### src/rtl/serial_sub_pkg.sv
// Shared types and constants for the bit-serial ripple-borrow subtractor.
package serial_sub_pkg;

    typedef enum logic [1:0] {
        IDLE,
        BUSY,
        DONE
    } state_t;

    localparam int unsigned SUB_WIDTH_DEFAULT = 4;

    // Counter width needed to index WIDTH bit positions.
    function automatic int unsigned clog2(input int unsigned value);
        int unsigned r;
        r = 0;
        while ((32'd1 << r) < value) begin
            r = r + 1;
        end
        return r;
    endfunction

endpackage

### src/rtl/full_subtractor.sv
// Full subtractor cell built from two half subtractors and an OR of their borrows.
module full_subtractor (
    output logic d,
    output logic bout,
    input  logic x,
    input  logic y,
    input  logic bin
);

    logic d1;
    logic b1;
    logic b2;

    half_subtractor u_hs_xy (
        .d    (d1),
        .bout (b1),
        .x    (x),
        .y    (y)
    );

    half_subtractor u_hs_bin (
        .d    (d),
        .bout (b2),
        .x    (d1),
        .y    (bin)
    );

    always_comb begin
        bout = b1 | b2;
    end

endmodule

### src/rtl/half_subtractor.sv
// Half subtractor cell: d = x - y, bout set when x < y.
module half_subtractor (
    output logic d,
    output logic bout,
    input  logic x,
    input  logic y
);

    always_comb begin
        d    = x ^ y;
        bout = ~x & y;
    end

endmodule

### src/rtl/serial_borrow_subtractor.sv
// Bit-serial A - B, LSB first, one full-subtractor cell reused over WIDTH cycles.
// Optional signed-overflow output enabled by defining SUB_OVF_FLAG_EN.
module serial_borrow_subtractor
    import serial_sub_pkg::*;
#(
    parameter int unsigned WIDTH = SUB_WIDTH_DEFAULT
) (
    input  logic             clk,
    input  logic             rst_n,
    input  logic             in_valid,
    output logic             in_ready,
    input  logic [WIDTH-1:0] a,
    input  logic [WIDTH-1:0] b,
    output logic             out_valid,
    input  logic             out_ready,
    output logic [WIDTH-1:0] diff,
    output logic             borrow_out
`ifdef SUB_OVF_FLAG_EN
    ,
    output logic             ovf
`endif
);

    localparam int unsigned CW = clog2(WIDTH);
    localparam logic [CW-1:0] CNT_LAST = CW'(WIDTH - 1);

    state_t           state_q, state_d;
    logic [WIDTH-1:0] a_sr_q, a_sr_d;
    logic [WIDTH-1:0] b_sr_q, b_sr_d;
    logic [WIDTH-1:0] diff_sr_q, diff_sr_d;
    logic             borrow_q, borrow_d;
    logic [CW-1:0]    cnt_q, cnt_d;
    logic             d_bit;
    logic             bout_bit;

`ifdef SUB_OVF_FLAG_EN
    logic a_msb_q, a_msb_d;
    logic b_msb_q, b_msb_d;
    logic ovf_q, ovf_d;
`endif

    full_subtractor u_fs (
        .d    (d_bit),
        .bout (bout_bit),
        .x    (a_sr_q[0]),
        .y    (b_sr_q[0]),
        .bin  (borrow_q)
    );

    always_comb begin
        state_d   = state_q;
        a_sr_d    = a_sr_q;
        b_sr_d    = b_sr_q;
        diff_sr_d = diff_sr_q;
        borrow_d  = borrow_q;
        cnt_d     = cnt_q;
`ifdef SUB_OVF_FLAG_EN
        a_msb_d   = a_msb_q;
        b_msb_d   = b_msb_q;
        ovf_d     = ovf_q;
`endif
        in_ready  = (state_q == IDLE);
        out_valid = (state_q == DONE);

        case (state_q)
            IDLE: begin
                // diff_sr keeps the previous result until the first BUSY shift.
                if (in_valid) begin
                    a_sr_d   = a;
                    b_sr_d   = b;
                    borrow_d = 1'b0;
                    cnt_d    = '0;
`ifdef SUB_OVF_FLAG_EN
                    a_msb_d  = a[WIDTH-1];
                    b_msb_d  = b[WIDTH-1];
`endif
                    state_d  = BUSY;
                end
            end
            BUSY: begin
                diff_sr_d = {d_bit, diff_sr_q[WIDTH-1:1]};
                a_sr_d    = a_sr_q >> 1;
                b_sr_d    = b_sr_q >> 1;
                borrow_d  = bout_bit;
                cnt_d     = cnt_q + 1'b1;
                if (cnt_q == CNT_LAST) begin
                    state_d = DONE;
`ifdef SUB_OVF_FLAG_EN
                    // d_bit is the difference MSB on the final shift.
                    ovf_d   = (a_msb_q ^ b_msb_q) & (d_bit ^ a_msb_q);
`endif
                end
            end
            DONE: begin
                if (out_ready) begin
                    state_d = IDLE;
                end
            end
            default: begin
                state_d = IDLE;
            end
        endcase
    end

    always_ff @(posedge clk or negedge rst_n) begin
        if (!rst_n) begin
            state_q   <= IDLE;
            a_sr_q    <= '0;
            b_sr_q    <= '0;
            diff_sr_q <= '0;
            borrow_q  <= 1'b0;
            cnt_q     <= '0;
        end else begin
            state_q   <= state_d;
            a_sr_q    <= a_sr_d;
            b_sr_q    <= b_sr_d;
            diff_sr_q <= diff_sr_d;
            borrow_q  <= borrow_d;
            cnt_q     <= cnt_d;
        end
    end

`ifdef SUB_OVF_FLAG_EN
    always_ff @(posedge clk or negedge rst_n) begin
        if (!rst_n) begin
            a_msb_q <= 1'b0;
            b_msb_q <= 1'b0;
            ovf_q   <= 1'b0;
        end else begin
            a_msb_q <= a_msb_d;
            b_msb_q <= b_msb_d;
            ovf_q   <= ovf_d;
        end
    end

    assign ovf = ovf_q;
`endif

    assign diff       = diff_sr_q;
    assign borrow_out = borrow_q;

endmodule

### config.mk
export PLATFORM = sky130hd
export DESIGN_NAME = serial_borrow_subtractor
export DESIGN_NICKNAME = d
export VERILOG_FILES = /design/src/rtl/serial_sub_pkg.sv /design/src/rtl/full_subtractor.sv /design/src/rtl/half_subtractor.sv /design/src/rtl/serial_borrow_subtractor.sv
export SDC_FILE = /design/constraint.sdc
export NUM_CORES = 1
export LEC_CHECK = 0
export CELL_PAD_IN_SITES_DETAIL_PLACEMENT = 2
export CELL_PAD_IN_SITES_GLOBAL_PLACEMENT = 2
export CORE_MARGIN = 2
export CORE_UTILIZATION = 40
export CTS_CLUSTER_DIAMETER = 40
export DETAILED_ROUTE_END_ITERATION = 8
export DONT_BUFFER_PORTS = 1
export PLACE_DENSITY = 0.78
export SETUP_SLACK_MARGIN = 0.2
export SLEW_MARGIN = 0
export SYNTH_ARGS = -nofsm -noshare
export SYNTH_HDL_FRONTEND = slang
export SYNTH_SLANG_ARGS = --single-unit
### constraint.sdc
create_clock -name clk -period 2.3 [get_ports clk]
set_input_delay 0.575 -clock clk [delete_from_list [all_inputs] [get_ports clk]]
set_output_delay 0.575 -clock clk [all_outputs]
set_load 0.05 [all_outputs]
==> flow_summary_export.csv <==
group,metric,value,unit
outcome,status,"complete, no violations",
route,wl_met3,75,um
clock_network,clkTransAtPathRegs,100,ps
route,wirelength_met1,786,um
global_routing,grt_max_degree,18,
global_routing,grt_overflow,0,
clock_network,insertion_delay,280,ps
sta,fin_crit,1890,ps
setup_path,start_kind,"flip-flop",
synthesis,synth_cell_types,20,
setup_path,crit_chain,"inv_2, nor2_1, buf_4",
global_routing,grt_pass1_vias,636,
clock_network,postCtsSetupRepairBufs,0,
finish,fin_util,0.439,
sta,clock.fmax,529,MHz
sta,relSlewSlack,0.493,
route,viasPerCell,5.73,
setup_path,worst-setup-path-type,"flip-flop to output port",
floorplanning,dieArea,0.00237,mm2
clock_network,cts.sinks,17,
synthesis,ys_seq_elements,17,
setup_path,worst-path-max-fanout,11,
finish,area_delta_synth_final,5.64,%
setup_path,cp.depth,3,
global_routing,antenna_found_initial,0,
sta,tns,0,ps
place,port_buffers,0,
synthesis,synth_top_area_share,0.533,
route,dr.max_layer_used,"met4",
setup_path,crit_required,1730,ps
sta,tightest_slew,758,ps
route,vias,584,
power_and_ir_drop,finalPower,1.42,mW
power_and_ir_drop,power_density,1680,mW/mm2
synthesis,yosys_warnings,0,
synthesis,synth_fp_nets,86,
clock_network,cts_buffers,3,
finish,layout.cells.most_common_list,"dfrtp_1, o22ai_1, o21ai_0, nor2_1, a21oi_1",
clock_network,cts_tree,"built",
route,drt_first_pass_iters,4,
setup_path,crit_family,"flip-flops",
synthesis,synth_area,798,um2
route,drc,0,
synthesis,synthSimpleGateAreaFrac,0.0956,
finish,diodes,0,
synthesis,synthAdderAreaFrac,0.0408,
sta,slew_violations,0,
finish,final_nets,90,
floorplanning,die_y,48.7,um
synthesis,synth_top_family_by_area,"compound AO/OA/AOI/OAI gates",
setup_path,crit_path_start,"state_q[1]$_DFFE_PN0P_",
synthesis,yosysSeqAreaShare,0.533,
setup_path,reg2regPathDepth,2,
clock_network,cts_root_buf,"clkbuf_4",
hold_path,min_path_type,"input pin to flip-flop",
route,routed_wl,1800,um
clock_network,cts_max_path_buffers,2,
route,drtIter0Drc,16,
floorplanning,io_pins,19,
sta,setup_viol,0,
floorplanning,die_x,48.7,um
sta,hold_violations,0,
global_routing,grt_first_pass_wirelength,3150,um
setup_path,arrival,1310,ps
floorplanning,rows,16,
synthesis,synth_compound_area_frac,0.213,
finish,final_common_cell,"dfrtp_1",
synthesis,netlist_top_cells_area,"dfrtp_1, o22ai_1, o21ai_0",
route,dr_wl_met2,923,um
floorplanning,initial_core_util,0.415,
synthesis,postSynthCellCount,72,
place,dp_hpwl,1310,um
setup_path,cp_slowest_cell,"dfrtp_1",
place,gp_congestion,0.697,
setup_path,crit_end,"out_valid",
job,maxCapViolCount,0,
sta,min_period_over_period,0.822,
setup_path,crit_path_end_kind,"output port",
power_and_ir_drop,ir_drop,0.612,mV
setup_path,regToRegSetupSlack,840,ps
sta,clock_skew,4.38,ps
sta,rsz0062_at_grt,"no",
global_routing,grt_usage,0.178,
synthesis,syn_area_per_cell,11.1,um2
setup_path,max_stage_delay,570,ps
synthesis,synthXorXnorAreaFrac,0,
finish,fill_cells,223,
setup_path,crit_buf_inv,2,
floorplanning,core_area,0.00192,mm2
synthesis,synth.area.mux_share,0.0470,
synthesis,post-synth-top-area-cell,"dfrtp_1",
clock_network,cts_max_level,1,
setup_path,rr_endpoint,"diff[3]$_DFFE_PN0N_",
finish,drive_above_1_share,0.173,
setup_path,timing.rr.start,"borrow_out$_DFFE_PN0P_",
route,post_drt_wl_per_cell,17.7,um
route,ant_nets,0,
power_and_ir_drop,cellLeakagePower,0.369,nW
==> power by group <==
part | total [mW] | internal (mW) | switching, mW
combinational | 0.530 | 0.242 | 0.287
clock | 0.157 | 0.0645 | 0.0921
sequential | 0.730 | 0.438 | 0.292
total | 1.42 | 0.745 | 0.671
==> final cells by class <==
class / instances / area [um2] / share of cell area
tap: 27 / 33.8 / 0.0401
inverter: 4 / 15.0 / 0.0178
clock inverter: 1 / 5.00 / 0.00593
clock buffer: 3 / 22.5 / 0.0267
sequential: 17 / 425 / 0.504
timing repair buffer: 3 / 25.0 / 0.0297
multi-input combinational: 47 / 317 / 0.375
==> layer usage <==
metal / up-vias / global-route usage
met2: 14 / 0.290
met3: 2 / 0.0401
met1: 305 / 0.228
met4: 0 / 0.0714
met5: - / 0
li1: 263 / -
==> synth_stat cells, drive strengths merged <==
master and instances:
nor2b 2, a22o 3, nand3b 1, o21ai 8, fa 1, dfrtp 17, o221a 1, ha 1
buf 4, nand2 3, inv 4, o22ai 10, mux2 3, a21oi 6, nand2b 2, nor2 6
==> worst reg2reg max path: stages, from the launching register on <==
cell and delay [ps]:
dfrtp_1 690, fa_1 530, o21ai_0 170
==> stage by stage <==
| stage | area [um2] | std cells | hold slack (ps) | setup slack (ps) |
|---|---|---|---|---|
| floorplan | 798 | 72 | 279 | 520 |
| global placement | 806 | 97 | 280 | 822 |
| detailed placement | 806 | 97 | 280 | 765 |
| CTS | 843 | 102 | 411 | 403 |
| global route | 843 | 102 | 413 | 277 |
| finish | 843 | 102 | 427 | 410 |
==> worst min path at each step <==
stage                from               endpoint  slack, ps  cells after the start
floorplan           rst_n  a_sr_q[0]$_DFFE_PN0P_        280                      0
global placement    rst_n  b_sr_q[3]$_DFFE_PN0P_        280                      0
detailed placement  rst_n  b_sr_q[2]$_DFFE_PN0P_        280                      0
CTS                  b[3]  b_sr_q[3]$_DFFE_PN0P_        410                      2
global route         b[3]  b_sr_q[3]$_DFFE_PN0P_        410                      2
finish               b[3]  b_sr_q[3]$_DFFE_PN0P_        430                      2
==> sequential cells by signal (all words and copies together) (netlist names) <==
register and count:
diff 4, a_sr_q 4, cnt_q 2, b_sr_q 4, borrow_out 1, state_q 2
==> kinds of logic (layout without fill, tap and decap cells) <==
kind of cell | after synthesis | after routing
flip-flops | 17 | 17
buffers and inverters | 8 | 11
adder cells (fa/ha/maj) | 2 | 2
multiplexers | 3 | 3
AND/OR/NAND/NOR | 14 | 14
AO/OA/AOI/OAI | 28 | 28
==> what timing repair did <==
action | CTS | global route
hold buffers | 1 | 0
hold endpoints to repair | 17 | 0
gates resized for setup | 0 | 0
Power figures use the tool's default switching activity.
